File: config.mk
export PLATFORM = sky130hd
export DESIGN_NAME = uart_alu_if
export DESIGN_NICKNAME = d
export VERILOG_FILES = /design/src/rtl/uart_alu_if_pkg.sv /design/src/rtl/frame_timer.sv /design/src/rtl/uart_alu_if.sv
export SDC_FILE = /design/constraint.sdc
export NUM_CORES = 1
export LEC_CHECK = 0
export CAP_MARGIN = 20
export CORE_ASPECT_RATIO = 1.4
export CORE_UTILIZATION = 25
export DETAILED_ROUTE_END_ITERATION = 10
export GPL_ROUTABILITY_DRIVEN = 0
export SETUP_SLACK_MARGIN = 0.15
export SYNTH_ARGS = -nofsm -noshare
export SYNTH_HDL_FRONTEND = slang
export SYNTH_HIERARCHICAL = 1
export SYNTH_SLANG_ARGS = --single-unit
File: constraint.sdc
create_clock -name clk -period 4.1 [get_ports clk]
set_input_delay 0.82 -clock clk [delete_from_list [all_inputs] [get_ports clk]]
set_output_delay 0.82 -clock clk [all_outputs]
set_load 0.01 [all_outputs]
File: src/rtl/uart_alu_if_pkg.sv
// Shared types and defaults for the UART-to-ALU frame interface.
// The timed-out-frame feature is enabled by defining UART_ALU_IF_TIMEOUT_EN.
package uart_alu_if_pkg;

  localparam int DATA_LEN_DEFAULT   = 8;
  localparam int OPCODE_LEN_DEFAULT = 6;

  typedef enum logic [2:0] {
    WAIT_A,
    WAIT_B,
    WAIT_OP,
    EXEC,
    SEND,
    WAIT_TX
  } state_t;

  // A byte is taken only while collecting a frame, or in WAIT_TX when the
  // transmitter finishes in the same cycle; anywhere else it is an overrun.
  function automatic logic accepts_byte(input state_t s, input logic tx_done);
    return (s == WAIT_A) || (s == WAIT_B) || (s == WAIT_OP) ||
           ((s == WAIT_TX) && tx_done);
  endfunction

endpackage

File: src/rtl/frame_timer.sv
// Idle-cycle counter that abandons a partial frame; only built when
// UART_ALU_IF_TIMEOUT_EN is defined.
`ifdef UART_ALU_IF_TIMEOUT_EN
module frame_timer #(
  parameter int TIMEOUT_CYCLES = 1000000
) (
  input  logic clk,
  input  logic reset,
  input  logic clear,
  input  logic enable,
  output logic expired
);

  localparam int CNT_W = (TIMEOUT_CYCLES > 1) ? $clog2(TIMEOUT_CYCLES) : 1;
  localparam logic [CNT_W-1:0] LAST = CNT_W'(TIMEOUT_CYCLES - 1);

  logic [CNT_W-1:0] count;

  assign expired = (count == LAST);

  // Saturates at LAST so expired stays asserted until the next accepted byte.
  always_ff @(posedge clk or posedge reset) begin
    if (reset) begin
      count <= '0;
    end else if (clear) begin
      count <= '0;
    end else if (enable && !expired) begin
      count <= count + 1'b1;
    end
  end

endmodule
`endif

File: src/rtl/uart_alu_if.sv
// Collects A, B and opcode bytes from a UART receiver, latches the ALU result
// and hands it to the transmitter. Optional frame timeout: UART_ALU_IF_TIMEOUT_EN.
module uart_alu_if
  import uart_alu_if_pkg::*;
#(
  parameter int NBIT_DATA_LEN  = DATA_LEN_DEFAULT,
  parameter int NBIT_OPCODE    = OPCODE_LEN_DEFAULT,  // must not exceed NBIT_DATA_LEN
  parameter int TIMEOUT_CYCLES = 1000000
) (
  input  logic                     clk,
  input  logic                     reset,
  input  logic                     rx_done_tick,
  input  logic [NBIT_DATA_LEN-1:0] rx_data_in,
  input  logic [NBIT_DATA_LEN-1:0] alu_data_in,
  input  logic                     tx_done_tick,
  output logic [NBIT_DATA_LEN-1:0] A,
  output logic [NBIT_DATA_LEN-1:0] B,
  output logic [NBIT_OPCODE-1:0]   OPCODE,
  output logic [NBIT_DATA_LEN-1:0] data_out,
  output logic                     tx_start,
  output logic                     busy,
  output logic                     rx_overrun,
  output logic                     frame_timeout
);

  state_t state;
  logic   byte_accepted;
  logic   timer_expired;

  assign byte_accepted = rx_done_tick && accepts_byte(state, tx_done_tick);
  assign busy          = (state != WAIT_A);

`ifdef UART_ALU_IF_TIMEOUT_EN
  logic timer_enable;
  logic frame_timeout_q;

  assign timer_enable  = (state == WAIT_B) || (state == WAIT_OP);
  assign frame_timeout = frame_timeout_q;

  frame_timer #(
    .TIMEOUT_CYCLES(TIMEOUT_CYCLES)
  ) u_frame_timer (
    .clk    (clk),
    .reset  (reset),
    .clear  (byte_accepted),
    .enable (timer_enable),
    .expired(timer_expired)
  );

  // A byte arriving on the expiry cycle wins, so no pulse is raised then.
  always_ff @(posedge clk or posedge reset) begin
    if (reset) begin
      frame_timeout_q <= 1'b0;
    end else begin
      frame_timeout_q <= timer_enable && timer_expired && !rx_done_tick;
    end
  end
`else
  assign timer_expired = 1'b0;
  assign frame_timeout = 1'b0;
`endif

  // tx_start follows SEND by one edge, giving the fixed two-cycle latency
  // from the opcode byte to the transmitter start strobe.
  always_ff @(posedge clk or posedge reset) begin
    if (reset) begin
      state      <= WAIT_A;
      A          <= '0;
      B          <= '0;
      OPCODE     <= '0;
      data_out   <= '0;
      tx_start   <= 1'b0;
      rx_overrun <= 1'b0;
    end else begin
      tx_start <= (state == SEND);
      if (rx_done_tick && !byte_accepted) begin
        rx_overrun <= 1'b1;
      end
      case (state)
        WAIT_A: begin
          if (byte_accepted) begin
            A     <= rx_data_in;
            state <= WAIT_B;
          end
        end
        WAIT_B: begin
          if (byte_accepted) begin
            B     <= rx_data_in;
            state <= WAIT_OP;
          end else if (timer_expired) begin
            state <= WAIT_A;
          end
        end
        WAIT_OP: begin
          if (byte_accepted) begin
            OPCODE <= rx_data_in[NBIT_OPCODE-1:0];
            state  <= EXEC;
          end else if (timer_expired) begin
            state <= WAIT_A;
          end
        end
        EXEC: begin
          data_out <= alu_data_in;
          state    <= SEND;
        end
        SEND: begin
          state <= WAIT_TX;
        end
        WAIT_TX: begin
          if (tx_done_tick) begin
            if (byte_accepted) begin
              A     <= rx_data_in;
              state <= WAIT_B;
            end else begin
              state <= WAIT_A;
            end
          end
        end
        default: begin
          state <= WAIT_A;
        end
      endcase
    end
  end

endmodule

==> results.toml <==
[run_status]
status = "finished, final reports clean"

[synthesis]
yosys.area_share.simple_pct = 7.276
yosys_warnings = 6
syn_inst = 93
async_flop_share_pct = 100.0
syn-num-nets = 113
yosysSeqAreaShare_pct = 62.11
yosys-top-cells-count = "dfrtp_1, mux2_2, buf_2, nand2_1, nand3b_1"
synth-seq-cells = 35
syn_area_um2 = 1410
muxShareOfSynthArea_pct = 23.96
yosysTopAreaCellShare_pct = 62.11
syn_area_per_cell_um2 = 15.16
synth_xor_area_share_pct = 0.6211
synth_compound_area_share_pct = 3.904
ys.flop_type = "dfrtp_1"
synth.largest_area_cell = "dfrtp_1"
synth.most_common_cell = "dfrtp_1"
synthTopCellsByArea = "dfrtp_1, mux2_2, nand3b_1"
synth_top_family_by_area = "multiplexers"
synth_cell_types = 24
synthAdderAreaFrac_pct = 0
synth_edf_count = 0

[sta]
min_period_ns = 2.498
fin_skew_ns = 0.005453
rsz0062_at_grt = "false"
tightestPinTransition_ns = 0.6923
setup_violations = 0
setup_tns_ns = 0
fin_crit_sh_pct = 60.93
relSlewSlack_pct = 53.79
hold_viol = 0
drv_slew = 0
fmax_mhz = 400.3

[placement]
dpl.hpwl_um = 2189
numPortBuffers = 52
dp.cells = 210

[power]
leakagePower_uw = 0.0008489
cellPowerDensity_nw_per_um2 = 763.5
p_total_uw = 1594
ir_worst_vdd_v = 0.0001748

[final_layout]
fin_util_pct = 38.07
final_cells = 217
n_fill_cell = 505
area_growth_pct = 48.09
drive_above_1_share_pct = 29.53
antenna_cells = 0
nets = 169

[critical_path]
crit_type = "register to primary output"
crit_path_start_kind = "register"
cp_max_fo = 11
critPathRequiredTime_ns = 3.28
worstSetupEndpointType = "primary output"
worstPathArrival_ns = 1.68

[global_route]
gr-total-overflow = 0
antenna_found_initial = 0
track_usage_pct = 10.91
grt_pass1_vias = 916
grt_max_degree = 19
grt_pass1_wl_um = 4850

[drt]
vias = 936
drtIter0Drc = 28
drt_wl_total_um = 2913
via_per_inst = 4.313
ant_nets = 0
routedWlPerCell_um = 13.42
drcViolationCount = 0
dr.pass1.iters = 2

[clocking]
clk_latency_ns = 0.28
clock_path_buffers = 2
path_clk_slew_ns = 0.06
cts-buffers-inserted = 5
cts_tree = "done"
clockRootBuffer = "clkbuf_8"
cts_resized = 0
cts_hold_buf = 0
cts_max_level = 2
post_cts_buffers = 0
clock-sinks = 35

[die]
coreArea_um2 = 5485
die_h_um = 90.86
initial_core_util_pct = 25.71
boundaryPins = 54
die_w_um = 65.48
die-area_um2 = 5949
rows = 32

[run]
maxCapViolCount = 0

[min_path]
hp-class = "register to register"
stage by stage:
step	hold slack, ns	setup WS (ns)	area [µm²]
floorplan	0.5006	2.353	1410
global placement	0.4547	1.602	2001
detailed placement	0.4760	1.560	2001
CTS	0.4961	1.595	2088
global route	0.5225	1.544	2088
finish	0.4788	1.602	2088
report_power, final:
part / internal [µW] / switching (µW) / total [µW]
logic: 472 / 253 / 725
registers: 514 / 114 / 628
clock network: 132 / 110 / 242
total: 1120 / 477 / 1590
cell usage in the layout, fill, tap and decap left out, types with 3 or more instances in the layout:
| master | instances |
|---|---|
| nand3b_1 | 3 |
| dfrtp_1 | 35 |
| clkbuf_8 | 6 |
| nand2_1 | 3 |
| mux2_2 | 30 |
| clkdlybuf4s50_1 | 52 |
cells by family (layout without fill, tap and decap cells):
group	after synthesis	in the layout
compound gates	6	6
xor+xnor	1	1
buf+inv	5	61
flops	35	35
mux	30	30
other cells	1	1
simple gates	15	15
worst max-delay path: stages (launching register included):
cell and delay [ns]:
dfrtp_1 0.51, or3_1 0.41, clkdlybuf4s50_1 0.48
flip-flops by register name, summed over array words and instances (netlist names):
name,count
A,8
B,8
data_out,8
rx_overrun,1
tx_start,1
OPCODE,6
state,3
path summary, 6_finish.rpt:
check                                start    endpoint  slack [ns]  depth (start not counted)
worst min register to register  rx_overrun  rx_overrun        0.48                          1
max in group asynchronous            reset    state[0]        2.45                          3
min in group asynchronous            reset        A[1]        0.95                          2
worst min-delay path            rx_overrun  rx_overrun        0.48                          1
worst max-delay path              state[2]        busy        1.60                          2
worst max register to register    state[2]   OPCODE[2]        2.39                          3
layer usage:
metal | vias to the layer above | track usage, % | share of wire, % | routed length (µm)
li1 | 437 | - | - | -
met1 | 452 | 12.44 | 41 | 1199
met2 | 40 | 18.21 | 50 | 1468
met3 | 7 | 3.788 | 6.7 | 194
met4 | 0 | 4.348 | 1.8 | 51
met5 | - | 0 | 0 | 0
layout make-up:
type                    instances  area, µm²  area share [%]
clock buffers                   6      82.58           3.954
clock inverters                 1      5.005          0.2397
inverters                       1      3.754          0.1797
multi-input cells              53      508.0           24.33
flip-flops and latches         35      875.8           41.94
well taps                      68      85.08           4.074
repair buffers                 53      528.0           25.28
Power figures use the tool's default switching activity.
